**src/rtl/countdown_timer.sv**
```systemverilog
// countdown_timer
//   Counts down from a preset number of seconds to 0:000 at 1 ms resolution.
//   It uses the same ms/second output format as the up-counting stopwatch, so it
//   can drive the same seven-segment decoder chain.
//
// Ports
//   clk             system clock; all logic is on the rising edge
//   rst_a_n         asynchronous active-low reset; clears outputs, synchronisers and prescaler
//   start           asynchronous level input; a rising edge is a start/restart command
//   pause           asynchronous level input; a rising edge is a pause/resume command
//   preset_s[5:0]   preset seconds; sampled only in IDLE and clamped to MAX_S
//   ms_counter[9:0] remaining milliseconds, 0..999
//   second_counter  remaining seconds, 0..MAX_S
//   running         high while the timer is counting (RUN)
//   done            high while the timer has expired (DONE)
//   done_pulse      high for one cycle on entry to DONE
module countdown_timer #(
  parameter int unsigned CYCLES_PER_MS = 50000,
  parameter int unsigned MAX_S         = 59
) (
  input  logic       clk,
  input  logic       rst_a_n,
  input  logic       start,
  input  logic       pause,
  input  logic [5:0] preset_s,
  output logic [9:0] ms_counter,
  output logic [5:0] second_counter,
  output logic       running,
  output logic       done,
  output logic       done_pulse
);

  localparam int unsigned PW       = (CYCLES_PER_MS > 1) ? $clog2(CYCLES_PER_MS) : 1;
  localparam logic [PW-1:0] PRE_LAST = PW'(CYCLES_PER_MS - 1);
  localparam logic [5:0]  MAX_S_W  = 6'(MAX_S);
  localparam logic [9:0]  MS_LAST  = 10'd999;

  typedef enum logic [1:0] {
    ST_IDLE  = 2'd0,
    ST_RUN   = 2'd1,
    ST_PAUSE = 2'd2,
    ST_DONE  = 2'd3
  } state_e;

  state_e        state_q, state_d;
  logic [PW-1:0] pre_q, pre_d;
  logic [9:0]    ms_q, ms_d;
  logic [5:0]    s_q, s_d;
  logic          running_q, running_d;
  logic          done_q, done_d;
  logic          done_pulse_q, done_pulse_d;

  logic [1:0]    start_sync_q;
  logic [1:0]    pause_sync_q;
  logic          start_prev_q;
  logic          pause_prev_q;

  logic          start_evt;
  logic          pause_evt;
  logic          tick;
  logic [5:0]    preset_clamped;
  logic          last_ms;

  // Two-flop synchronisers followed by a delay stage for edge detection
  always_ff @(posedge clk or negedge rst_a_n) begin
    if (!rst_a_n) begin
      start_sync_q <= 2'b00;
      pause_sync_q <= 2'b00;
      start_prev_q <= 1'b0;
      pause_prev_q <= 1'b0;
    end else begin
      start_sync_q <= {start_sync_q[0], start};
      pause_sync_q <= {pause_sync_q[0], pause};
      start_prev_q <= start_sync_q[1];
      pause_prev_q <= pause_sync_q[1];
    end
  end

  assign start_evt = start_sync_q[1] & ~start_prev_q;
  assign pause_evt = pause_sync_q[1] & ~pause_prev_q;

  // One-millisecond tick; the prescaler only advances while counting
  assign tick = (state_q == ST_RUN) && (pre_q == PRE_LAST);

  assign preset_clamped = (preset_s > MAX_S_W) ? MAX_S_W : preset_s;

  // True when the pending decrement lands on 0:000 (seconds already 0, one ms left)
  assign last_ms = (s_q == 6'd0) && (ms_q <= 10'd1);

  // State register, counters and registered status outputs
  always_ff @(posedge clk or negedge rst_a_n) begin
    if (!rst_a_n) begin
      state_q      <= ST_IDLE;
      pre_q        <= '0;
      ms_q         <= 10'd0;
      s_q          <= 6'd0;
      running_q    <= 1'b0;
      done_q       <= 1'b0;
      done_pulse_q <= 1'b0;
    end else begin
      state_q      <= state_d;
      pre_q        <= pre_d;
      ms_q         <= ms_d;
      s_q          <= s_d;
      running_q    <= running_d;
      done_q       <= done_d;
      done_pulse_q <= done_pulse_d;
    end
  end

  // Next-state, counter and output decode
  always_comb begin
    state_d = state_q;
    pre_d   = pre_q;
    ms_d    = ms_q;
    s_d     = s_q;

    unique case (state_q)
      ST_IDLE: begin
        // Keeping the prescaler at zero here also clears it on IDLE->RUN
        pre_d = '0;
        if (start_evt) begin
          // The decision uses the value already loaded into the counters
          if ((s_q == 6'd0) && (ms_q == 10'd0)) begin
            state_d = ST_DONE;
          end else begin
            state_d = ST_RUN;
          end
        end else begin
          s_d  = preset_clamped;
          ms_d = 10'd0;
        end
      end

      ST_RUN: begin
        pre_d = tick ? '0 : (pre_q + PW'(1));
        if (tick) begin
          if (ms_q != 10'd0) begin
            ms_d = ms_q - 10'd1;
          end else if (s_q != 6'd0) begin
            s_d  = s_q - 6'd1;
            ms_d = MS_LAST;
          end
        end
        // Reaching 0:000 takes priority over a coincident pause
        if (tick && last_ms) begin
          state_d = ST_DONE;
          ms_d    = 10'd0;
          s_d     = 6'd0;
        end else if (pause_evt) begin
          state_d = ST_PAUSE;
        end
      end

      ST_PAUSE: begin
        // Prescaler held so the fractional millisecond survives the pause
        if (pause_evt) begin
          state_d = ST_RUN;
        end
      end

      ST_DONE: begin
        ms_d = 10'd0;
        s_d  = 6'd0;
        if (start_evt) begin
          state_d = ST_IDLE;
        end
      end

      default: begin
        state_d = ST_IDLE;
      end
    endcase

    running_d    = (state_d == ST_RUN);
    done_d       = (state_d == ST_DONE);
    done_pulse_d = (state_d == ST_DONE) && (state_q != ST_DONE);
  end

  assign ms_counter     = ms_q;
  assign second_counter = s_q;
  assign running        = running_q;
  assign done           = done_q;
  assign done_pulse     = done_pulse_q;

  // Range and consistency properties
  a_ms_range: assert property (@(posedge clk) disable iff (!rst_a_n)
    ms_q <= MS_LAST);
  a_s_range: assert property (@(posedge clk) disable iff (!rst_a_n)
    s_q <= MAX_S_W);
  a_no_zero_run: assert property (@(posedge clk) disable iff (!rst_a_n)
    running_q |-> !((s_q == 6'd0) && (ms_q == 10'd0)));
  a_pulse_in_done: assert property (@(posedge clk) disable iff (!rst_a_n)
    done_pulse_q |-> done_q);
  a_excl: assert property (@(posedge clk) disable iff (!rst_a_n)
    !(running_q && done_q));

endmodule

```
**config.mk**
```make
export PLATFORM = sky130hd
export DESIGN_NAME = countdown_timer
export DESIGN_NICKNAME = d
export VERILOG_FILES = /design/src/rtl/countdown_timer.sv
export SDC_FILE = /design/constraint.sdc
export NUM_CORES = 1
export LEC_CHECK = 0
export BUFFER_PORTS_ARGS = -buffer_cell sky130_fd_sc_hd__buf_2
export CORE_MARGIN = 4
export CORE_UTILIZATION = 53
export CTS_CLUSTER_SIZE = 25
export DETAILED_ROUTE_END_ITERATION = 7
export HOLD_SLACK_MARGIN = 0.05
export MAX_ROUTING_LAYER = met4
export PLACE_DENSITY = 0.74
export SLEW_MARGIN = 15
export SYNTH_ARGS = -nofsm -noshare
export SYNTH_HDL_FRONTEND = slang
export SYNTH_SLANG_ARGS = --single-unit
```
**constraint.sdc**
```tcl
create_clock -name clk -period 3.7 [get_ports clk]
set_input_delay 0.185 -clock clk [delete_from_list [all_inputs] [get_ports clk]]
set_output_delay 0.185 -clock clk [all_outputs]
set_load 0.02 [all_outputs]
```
==> impl_metrics.py <==
metrics = {
    "critical_path": {
        "worstSetupPathType": "flop to flop",
        "crit_buf_inv": 1,
        "path_cells": "nor2b_1 -> nand4_1 -> o31ai_1 -> buf_4 -> nor2_1 -> a21oi_1 -> o41ai_1",
        "crit_family": "compound AO/OA/AOI/OAI gates",
        "cp_slowest_cell": "o31ai_1",
        "crit_path_start_kind": "flop",
        "cp_data_required_time_ps": 3860,
        "critPathMaxStageDelay_ps": 750,
        "arrival_ps": 2900,
        "crit_path_max_fanout": 26,
        "endpoint_kind": "flop",
    },
    "layout": {
        "area_delta_synth_final_pct": 13.1,
        "drive_above_1_share_pct": 16.3,
        "nNetsFinal": 315,
        "fillers": 381,
        "diodes": 0,
        "final_core_util_pct": 62.3,
        "final_area_um2": 2730,
    },
    "timing": {
        "fin_skew_ps": 3.64,
        "fin_crit_sh_pct": 73.8,
        "slew_violations": 0,
        "rsz0062_at_grt": "false",
        "tightest_slew_ps": 948,
        "setup_viol_count_final": 0,
        "slew_headroom_pct": 36.8,
        "max_clock_freq_ghz": 0.366,
        "finalSetupTns_ps": 0,
        "post-route-min-period_ps": 2730,
        "hold_viol_final": 0,
    },
    "yosys": {
        "async_flop_share_pct": 100,
        "synthesis.area_um2": 2410,
        "synth_edf_count": 0,
        "synth-main-ff-cell": "dfrtp_1",
        "ys_seq_area_share_pct": 44.6,
        "ys_types": 51,
        "mappedNetlistNets": 287,
        "synth_cells": 271,
        "synth.avg_cell_area_um2": 8.91,
        "ys.warnings.count": 0,
        "synth-seq-cells": 43,
    },
    "global_route": {
        "antenna_found_initial": 0,
        "grt_pass1_vias": 2003,
        "grt_pass1_wl_mm": 9.49,
        "grt_overflow": 0,
        "grt_max_degree": 44,
        "grt_use_total_pct": 22.2,
    },
    "floorplan": {
        "die_x_um": 75.5,
        "coreArea_um2": 4380,
        "core.rowCount": 24,
        "fp.dieH_um": 75.5,
        "die_area_um2": 5700,
        "start_util_pct": 55.1,
        "pin_count": 29,
    },
    "power": {
        "ir_worst_vdd_mv": 0.515,
        "p_per_area_nw_per_um2": 803,
        "power_mw": 2.19,
        "p_leak_nw": 1.20,
    },
    "clock_tree": {
        "clk_latency_ps": 300,
        "clock-root-buffer": "clkbuf_8",
        "clk_pin_slew_ps": 80,
        "cts.htree.levels": 2,
        "cts_buffer_depth": 2,
        "cts_tree": "done",
        "clock-sinks": 43,
        "cts_resized": 0,
        "numCtsBuffers": 5,
    },
    "placement": {
        "gp_congestion": 0.932,
        "port_buffers": 28,
        "dpl_cell_area_um2": 2570,
        "dpl.hpwl_mm": 3.81,
    },
    "drt": {
        "wl_mm": 5.48,
        "drtIter0Drc": 202,
        "vias_per_cell": 6.20,
        "dr.pass1.iters": 5,
        "drc": 0,
        "ant_nets": 0,
        "wire_per_inst_um": 15.6,
        "via_count": 2181,
    },
    "min_path": {
        "hold_class": "input port to asynchronous set/reset pin",
    },
    "status": {
        "status": "completed",
    },
    "job": {
        "maxCapViolCount": 0,
    },
}
layout by cell type, fill, tap and decap left out, types with 2 or more instances in the layout:
cell,Yosys,final
nand4_1,7,7
o31ai_1,5,5
nand2_1,29,29
nand2b_1,3,3
o21ai_1,2,2
dlygate4sd3_1,0,2
o31a_1,2,2
or2_2,2,2
nor3_1,8,8
nor4_2,2,2
a32oi_1,2,2
nor2_1,29,29
clkbuf_8,0,5
dfrtp_1,43,43
nor2b_1,2,2
nor4_1,4,4
and3_1,6,6
nand3_1,8,8
buf_2,1,28
o22ai_1,6,6
a31oi_1,4,4
o21ai_0,30,30
o22a_1,5,5
bufinv_16,0,2
inv_1,8,8
xor2_1,2,2
and4bb_2,2,2
a21o_1,2,2
a21oi_1,19,19
ha_1,6,6
xnor2_1,2,2
final cells by class:
class	instances	area, um2	share of cell area, %
clock buffers	5	68.8	2.52
clock inverters	3	67.6	2.47
inverters	8	30.0	1.10
multi-input cells	210	1250	46.0
flip-flops and latches	43	1080	39.4
well taps	52	65.1	2.38
repair buffers	31	168	6.14
sequential cells by signal (all words and copies together), names as in the netlist:
signal,count
pre_q,16
ms_counter,10
second_counter,6
pause_sync_q,2
start_sync_q,2
state_q,2
done,1
done_pulse,1
pause_prev_q,1
running,1
start_prev_q,1
final timing paths:
path | start | endpoint | slack (ps) | depth (start not counted)
max | state_q[1] | ms_counter[4] | 970 | 7
min | rst_a_n | pre_q[7] | 30 | 1
max reg2reg | state_q[1] | ms_counter[4] | 970 | 7
min reg2reg | start_sync_q[0] | start_sync_q[1] | 350 | 0
max in group asynchronous | rst_a_n | ms_counter[0] | 3100 | 1
min in group clk | preset_s[3] | second_counter[3] | 130 | 3
cells in the mapped netlist, types with 2 or more instances:
cell type | n | share of area [%]
xnor2_1 | 2 | 0.73
o22a_1 | 5 | 1.8
o31a_1 | 2 | 0.73
buf_6 | 2 | 0.93
nor2_1 | 29 | 4.5
a21oi_1 | 19 | 3.9
o31ai_1 | 5 | 1.6
inv_1 | 8 | 1.2
nor3_1 | 8 | 1.7
nand4_1 | 7 | 1.8
o21ai_1 | 2 | 0.41
and3_1 | 6 | 1.6
a31oi_1 | 4 | 1.0
o21ai_0 | 30 | 6.2
or2_2 | 2 | 0.52
nand2_1 | 29 | 4.5
a21o_1 | 2 | 0.62
nand2b_1 | 3 | 0.78
nor2b_1 | 2 | 0.52
ha_1 | 6 | 3.1
nand3_1 | 8 | 1.7
and4bb_2 | 2 | 1.0
xor2_1 | 2 | 0.73
dfrtp_1 | 43 | 45
clkbuf_1 | 7 | 1.1
a32oi_1 | 2 | 0.73
o22ai_1 | 6 | 1.6
nor4_2 | 2 | 1.0
nor4_1 | 4 | 1.0
layer usage:
layer	global-route usage [%]	share of wire (%)
met2	32.2	45
met3	5.54	7.1
met4	5.44	1.2
met5	-	0
met1	31.2	46
cells by family (layout without fill, tap and decap cells):
kind of cell	count (synthesis)	after routing	share of synthesized area, %
DFF	43	43	44.6
muxes	1	1	0.415
AOI/OAI and AO/OA	84	84	21.0
buffers and inverters	18	47	3.47
and+or+nand+nor	115	115	26.0
adders and majority gates	6	6	3.11
xor gates and xnor gates	4	4	1.45
report_power, final:
part | switching, mW | internal [mW] | total (mW)
combinational | 0.652 | 0.374 | 1.03
clock | 0.169 | 0.269 | 0.438
sequential | 0.151 | 0.578 | 0.728
total | 0.972 | 1.22 | 2.19
through the flow:
step	hold WS (ps)	setup WS (ps)	std cells
after floorplan	-111	1560	271
after global placement	294	1130	342
after detailed placement	295	1030	342
after CTS	52.5	991	352
after global routing	78.6	794	352
final	26.0	968	352
repair_timing:
action | in CTS | in global routing
setup buffers | 0 | 0
hold buffers | 2 | 0
endpoints found under the hold margin | 2 | 0
No activity file was read; power rests on OpenSTA's default activity.
